===== src/rtl/se_sram_srw_master.sv =====
// Valid/ready front end for a single-port synchronous SRAM: registers commands onto
// the SRAM pins and returns read data in order through a credit-protected response FIFO.
module se_sram_srw_master #(
  parameter int address_width = 16,
  parameter int data_width    = 16,
  parameter int rsp_depth     = 4
) (
  input  logic                     sram_clock,
  input  logic                     sram_reset,
  input  logic                     sram_clock__enable,
  input  logic                     req_valid,
  output logic                     req_ready,
  input  logic                     req_read_not_write,
  input  logic [address_width-1:0] req_address,
  input  logic [data_width-1:0]    req_write_data,
  input  logic                     req_write_enable,
  output logic                     rsp_valid,
  input  logic                     rsp_ready,
  output logic [data_width-1:0]    rsp_data,
  output logic                     sram_select,
  output logic                     sram_read_not_write,
  output logic                     sram_write_enable,
  output logic [address_width-1:0] sram_address,
  output logic [data_width-1:0]    sram_write_data,
  input  logic [data_width-1:0]    sram_data_out,
  output logic                     busy
);

  localparam int ptr_w = (rsp_depth > 1) ? $clog2(rsp_depth) : 1;
  localparam int cnt_w = $clog2(rsp_depth + 1);
  localparam int occ_w = $clog2(rsp_depth + 3) + 1;

  // Handshakes: a transfer happens at the enabled rising edge where valid & ready are
  // both high; ready never depends on valid, and valid/data hold until taken.

  logic                     c_select;
  logic                     c_read_not_write;
  logic                     c_write_enable;
  logic [address_width-1:0] c_address;
  logic [data_width-1:0]    c_write_data;
  logic                     p_pending;
  logic [data_width-1:0]    fifo_mem [rsp_depth];
  logic [ptr_w-1:0]         f_head;
  logic [ptr_w-1:0]         f_tail;
  logic [cnt_w-1:0]         f_count;

  logic                     c_read;
  logic                     accept;
  logic                     push;
  logic                     pop;
  logic [occ_w-1:0]         occupancy;
  logic [occ_w-1:0]         credit_limit;

  function automatic logic [ptr_w-1:0] ptr_next(input logic [ptr_w-1:0] ptr);
    return (ptr == ptr_w'(rsp_depth - 1)) ? '0 : ptr + 1'b1;
  endfunction

  assign c_read    = c_select & c_read_not_write;
  assign rsp_valid = (f_count != '0);
  assign rsp_data  = rsp_valid ? fifo_mem[f_head] : '0;
  assign push      = sram_clock__enable & p_pending;
  assign pop       = sram_clock__enable & rsp_valid & rsp_ready;

  // Every read already committed (queued, on the SRAM bus, or in C) owns a FIFO slot;
  // a response leaving at this edge frees its slot for the new request.
  assign occupancy    = occ_w'(f_count) + occ_w'(p_pending) + occ_w'(c_read);
  assign credit_limit = occ_w'(rsp_depth) + occ_w'(pop);
  assign req_ready    = sram_clock__enable & ~sram_reset & (occupancy < credit_limit);
  assign accept       = req_valid & req_ready;

  assign busy = c_select | p_pending | (f_count != '0);

  assign sram_select         = c_select;
  assign sram_read_not_write = c_read_not_write;
  assign sram_write_enable   = c_write_enable;
  assign sram_address        = c_address;
  assign sram_write_data     = c_write_data;

  always_ff @(posedge sram_clock or posedge sram_reset) begin
    if (sram_reset) begin
      c_select         <= 1'b0;
      c_read_not_write <= 1'b1;
      c_write_enable   <= 1'b0;
      c_address        <= '0;
      c_write_data     <= '0;
    end else if (sram_clock__enable) begin
      if (accept) begin
        c_select         <= 1'b1;
        c_read_not_write <= req_read_not_write;
        c_write_enable   <= req_write_enable & ~req_read_not_write;
        c_address        <= req_address;
        c_write_data     <= req_write_data;
      end else begin
        c_select       <= 1'b0;
        c_write_enable <= 1'b0;
      end
    end
  end

  always_ff @(posedge sram_clock or posedge sram_reset) begin
    if (sram_reset) begin
      p_pending <= 1'b0;
    end else if (sram_clock__enable) begin
      p_pending <= c_read;
    end
  end

  // Pointer/count bookkeeping; storage below carries no reset since rsp_data is gated.
  always_ff @(posedge sram_clock or posedge sram_reset) begin
    if (sram_reset) begin
      f_head  <= '0;
      f_tail  <= '0;
      f_count <= '0;
    end else begin
      if (push) f_tail <= ptr_next(f_tail);
      if (pop)  f_head <= ptr_next(f_head);
      case ({push, pop})
        2'b10:   f_count <= f_count + 1'b1;
        2'b01:   f_count <= f_count - 1'b1;
        default: f_count <= f_count;
      endcase
    end
  end

  always_ff @(posedge sram_clock) begin
    if (push) fifo_mem[f_tail] <= sram_data_out;
  end

endmodule


===== config.mk =====
export PLATFORM = sky130hd
export DESIGN_NAME = se_sram_srw_master
export DESIGN_NICKNAME = d
export VERILOG_FILES = /design/src/rtl/se_sram_srw_master.sv
export SDC_FILE = /design/constraint.sdc
export NUM_CORES = 1
export LEC_CHECK = 0
export CAP_MARGIN = 15
export CORE_MARGIN = 2
export CORE_UTILIZATION = 34
export CTS_BUF_LIST = sky130_fd_sc_hd__clkbuf_4 sky130_fd_sc_hd__clkbuf_8
export DETAILED_ROUTE_END_ITERATION = 8
export GPL_TIMING_DRIVEN = 0
export HOLD_SLACK_MARGIN = 0.05
export PLACE_DENSITY_LB_ADDON = 0.05
export SLEW_MARGIN = 40
export SYNTH_ARGS = -nofsm -noshare
export SYNTH_HDL_FRONTEND = slang
export SYNTH_SLANG_ARGS = --single-unit

===== constraint.sdc =====
create_clock -name sram_clock -period 3.5 [get_ports sram_clock]
set_clock_uncertainty 0.2 [all_clocks]
set_input_delay 0.525 -clock sram_clock [delete_from_list [all_inputs] [get_ports sram_clock]]
set_output_delay 0.525 -clock sram_clock [all_outputs]
set_load 0.01 [all_outputs]

# Word-level counts from Yosys, hierarchy flattened
# Memories as Yosys holds them, arrays and structs flattened.
# Index checks and enable logic that the tools add are counted.
dict set report word_totals {
  in_bits 55
  register_bits 43
  memories 1
  output_inout_bits 54
  ramBits 64
}
dict set report classes {
  eq_ne 4
  bitwise_logic 12
  addsub 7
  n_reduce_logical 3
  n_lt_le_gt_ge 1
  mux 8
}
# memory words width read_ports rd_ports_with_merged_regs wr line
set memory_table {}
lappend memory_table {fifo_mem 4 16 1 0 1 42} ;# logic [data_width-1:0] fifo_mem [rsp_depth];
# cell n
set op_table {}
lappend op_table {{two-way mux 16 bit} 1}
lappend op_table {{bitwise AND 1 bit} 8}
lappend op_table {{== test 2 bit, second input constant} 3}
lappend op_table {{one-hot mux 3 bit (2 select lines)} 1}
lappend op_table {{adder 2 x 1 -> 2 bit, second input constant} 2}
lappend op_table {{adder 3 x 1 -> 4 bit} 1}
lappend op_table {{adder 3 x 1 -> 4 bit, first input constant} 1}
lappend op_table {{adder 4 x 1 -> 4 bit} 1}
lappend op_table {{< comparator 4 bit} 1}
lappend op_table {{two-way mux 1 bit} 4}
lappend op_table {{two-way mux 2 bit} 2}
lappend op_table {{adder 3 x 1 -> 3 bit, second input constant} 1}
lappend op_table {{nonzero test 3 bit} 1}
lappend op_table {{subtractor 3 x 1 -> 3 bit, second input constant} 1}
lappend op_table {{== test 2 x 1 -> 1 bit, second input constant} 1}
lappend op_table {{inverter 1 bit} 2}
lappend op_table {{bitwise OR 1 bit} 2}
lappend op_table {{AND reduction 2 bit} 1}
lappend op_table {{nonzero test 2 bit} 1}

# Longest topological paths before layout
dict set report logic_depth {
  depth_word 8
  depth_mapped 8
  ltp_nobuf 7
}

# Worst setup path after synthesis
# OpenSTA, ideal clock, no wires.
dict set report synth_path {
  path_type {in2reg}
  start {input port sram_reset}
  end {register c_address[10] (netlist: sram_address[10])}
  setup_slack_ns 0.666
  cell_stages 5
  arrival_ns 2.509
  cell_sequence {inv_1 nand4_1 nor2_4 buf_6 mux2_4}
}
dict set report synth_between {
  elab_chain_len 5
}
# element line
set synth_lines {}
lappend synth_lines {{from (decl)} 9} ;# input logic sram_reset,
lappend synth_lines {{inverter 1 bit} 68} ;# assign req_ready = sram_clock__enable & ~sram_reset & (occupancy < credit_limit);
lappend synth_lines {{bitwise AND 1 bit (2 in a row)} 68}
lappend synth_lines {{bitwise AND 1 bit} 69} ;# assign accept = req_valid & req_ready;
lappend synth_lines {{AND reduction 2 bit (no source line)} n/a}
lappend synth_lines {{to (signal assigned)} 91} ;# c_address <= req_address;
lappend synth_lines {{to (decl)} 39} ;# logic [address_width-1:0] c_address;
# No other way between the ends.
# A chain may end at the register's enable or synchronous reset.

# Worst setup path in the final report
dict set report layout_path {
  start {register f_head[0]}
  end {output port rsp_data[9]}
}
dict set report layout_between {
  elab_chain_len 2
}
# element line
set layout_lines {}
lappend layout_lines {{from (decl)} 43} ;# logic [ptr_w-1:0] f_head;
lappend layout_lines {{from (signal assigned)} 116} ;# if (pop) f_head <= ptr_next(f_head);
lappend layout_lines {{memory (4 x 16 bit)} n/a}
lappend layout_lines {{two-way mux 16 bit} 60} ;# assign rsp_data = rsp_valid ? fifo_mem[f_head] : '0;
lappend layout_lines {{to (decl)} 19} ;# output logic [data_width-1:0] rsp_data,
# No other way between the ends.

==> flow_metrics.env <==
export IMPL_routed_wl_um=8530
export IMPL_syn_area_um2=4410
export IMPL_arrival_ns=2.53
export IMPL_final_setup_tns_ns=0
export IMPL_grt_pass1_vias=2523
export IMPL_cap_violations=0
export IMPL_die_w_um=118
export IMPL_criticalPathCategory="flop to output pin"
export IMPL_hold_class="primary input to async pin"
export IMPL_max_slew_worst_pin_slew_ns=0.551
export IMPL_critPathSlowestCell="mux4_2"
export IMPL_clkLatencyLatePin_ns=0.37
export IMPL_vias=2378
export IMPL_slew_headroom_pct=63.2
export IMPL_finalPower_w=0.00443
export IMPL_synthDistinctLibCells=30
export IMPL_synthCells=229
export IMPL_synth_area_leaders="edfxtp_1, dfrtp_1, mux2_4"
export IMPL_core_area_um2=12600
export IMPL_grt_overflow=0
export IMPL_status="complete, no violations"
export IMPL_avgSynthCellArea_um2=19.2
export IMPL_hold_slack_ns=0.206
export IMPL_cts_hold_buf=0
export IMPL_start_kind="flop"
export IMPL_cts_buffers=9
export IMPL_cts_tree="built"
export IMPL_cp_slowest_stage_delay_ns=0.52
export IMPL_crit_required_ns=2.77
export IMPL_synth_seq_cells=107
export IMPL_dpl_instance_area_um2=5720
export IMPL_setup_slack_ns=0.248
export IMPL_hold_viol_final=0
export IMPL_synth_edf_count=64
export IMPL_powerDensity_nw_per_um2=745
export IMPL_post_drt_wl_per_cell_um=16.2
export IMPL_yosysTopAreaCell="edfxtp_1"
export IMPL_grt_usage_pct=13.0
export IMPL_rsz0062_at_grt="false"
export IMPL_switching_share_pct=28.5
export IMPL_via_per_inst=4.53
export IMPL_pre_cts_ws_ns=0.330
export IMPL_period_needed_ns=3.25
export IMPL_layout_common_cells="clkdlybuf4s50_1, edfxtp_1, dfrtp_1, mux2_4"
export IMPL_ioPinCount=109
export IMPL_critPathTopFamily="buffers and inverters"
export IMPL_antenna_found_initial=0
export IMPL_syn_to_final_growth_pct=34.9
export IMPL_final_area_um2=5940
export IMPL_drv_slew=0
export IMPL_power_leakage_nw=2.24
export IMPL_finalCritPeriodShare_pct=92.9
export IMPL_p_comb_share_pct=41.5
export IMPL_io_buffers=107
export IMPL_cts_htree_levels=3
export IMPL_ys_seq_area_share_pct=68.1
export IMPL_r2r_slack_ns=0.83
export IMPL_drcViolationCount=0
export IMPL_cts_root_buffer="clkbuf_8"
export IMPL_r2r_cells=8
export IMPL_r2r_end="sram_write_data[6]"
export IMPL_synth_top_area_share_pct=43.6
export IMPL_start_util_pct=34.9
export IMPL_setup_worst_path_end_class="output pin"
export IMPL_setup_viol=0
export IMPL_grt_first_pass_wirelength_um=13800
export IMPL_place_hpwl_um=5650
export IMPL_final_common_cell="clkdlybuf4s50_1"
export IMPL_ant_nets=0
export IMPL_reg2reg_from="sram_select"
export IMPL_clock_sinks=107
export IMPL_cts_resized=1
export IMPL_drive_above_1_share_pct=24.1
export IMPL_die_h_um=118
export IMPL_drt_iter0_markers=75
export IMPL_cp_max_fo=10
export IMPL_num_rows=41
export IMPL_synth_nets=293
export IMPL_yosysWarningCount=0
export IMPL_fmax_mhz=308
export IMPL_switchingPower_w=0.00126
export IMPL_power_frac_clock_pct=18.4
export IMPL_place_congestion=0.656
export IMPL_ys_async_sr_fraction_pct=40.2
export IMPL_cts_buffer_depth=2
export IMPL_crit_start="f_head[0]"
export IMPL_fin_nets=412
export IMPL_critical_path_cell_chain="buf_2 > clkbuf_4 > mux4_2 > nor2b_1 > clkdlybuf4s50_1"
export IMPL_critPathBufInv=3
export IMPL_p_int_w=0.00316
export IMPL_ir_drop_mv=0.299
export IMPL_diodes=0
export IMPL_post_cts_buffers=0
export IMPL_synth_top_flop_cell="edfxtp_1"
export IMPL_clkTransAtPathRegs_ns=0.09
export IMPL_p_seq_share_pct=40.1
export IMPL_grt_start_max_net_pins=39
export IMPL_firstDrtPassIters=4
export IMPL_die_area_um2=13900
## flip-flops by register name (all words and copies together) (netlist names), 2 cells and up
register / count
sram_write_data: 16
f_head: 2
f_count: 3
sram_address: 16
fifo_mem: 64
f_tail: 2
## synthesized netlist by cell type, types with 3 or more instances
| library cell | n |
|---|---|
| mux2_2 | 9 |
| ha_1 | 7 |
| inv_1 | 9 |
| buf_2 | 4 |
| and3_1 | 4 |
| buf_6 | 3 |
| dfrtp_1 | 42 |
| mux2_4 | 28 |
| mux4_2 | 16 |
| nor2b_1 | 16 |
| nor2_1 | 3 |
| edfxtp_1 | 64 |
## worst max path at each step
stage                          end  slack [ns]  cells after the start
4_1_cts                rsp_data[9]        0.04                      4
3_3_place_gp   sram_write_data[15]       -0.46                      6
6_report               rsp_data[9]        0.25                      5
3_5_place_dp             req_ready        0.33                      7
5_1_grt                rsp_data[9]       0.002                      5
2_1_floorplan     sram_address[10]        0.67                      5
## power by group through the flow
stage / clock, W / combinational, W / sequential [W]
2_1_floorplan: 0 / 0.000898 / 0.00186
3_3_place_gp: 0 / 0.00186 / 0.00179
3_5_place_dp: 0 / 0.00188 / 0.00179
4_1_cts: 0.000849 / 0.00187 / 0.00178
5_1_grt: 0.000897 / 0.00199 / 0.00182
6_report: 0.000815 / 0.00184 / 0.00178
## layer usage
layer | vias to the layer above | GRT usage [%] | part of all wire (%)
li1 | 1093 | - | -
met1 | 1196 | 16.3 | 45
met2 | 75 | 19.8 | 46
met3 | 14 | 4.99 | 8.0
met4 | 0 | 6.10 | 1.6
met5 | - | 0 | 0
## stage by stage
stage                     util [%]  instances
after global placement        45.1        508
after CTS                     47.0        525
after global routing          47.1        525
final                         47.1        525
after detailed placement      45.4        509
after floorplan                  -        229
## cells by family (layout without fill, tap and decap cells)
logic type	after synthesis	after routing	synth area share [%]
multiplexers	54	54	20.3
buffers and inverters	18	142	2.16
flip-flops	107	107	68.1
adder cells (fa/ha/maj)	9	9	2.90
AO/OA/AOI/OAI	5	5	1.42
AND/OR/NAND/NOR	32	32	4.40
XOR/XNOR	4	4	0.795
## worst reg2reg max path: stages (launching register included)
cell     delay [ns]
dfrtp_1        0.42
and2_1         0.19
fa_1           0.39
ha_1           0.29
nor2_1         0.18
a21oi_4        0.09
nor2_4         0.26
buf_6          0.23
mux2_4         0.31
## cell type report
type	instances	area [um2]
timing repair buffer	108	1090
inverter	9	36.3
multi-input combinational	104	1330
clock inverter	6	81.3
fill	1140	6680
sequential	107	3000
tap	172	215
buffer	9	63.8
clock buffer	10	131
No activity file was read; power rests on OpenSTA's default activity.
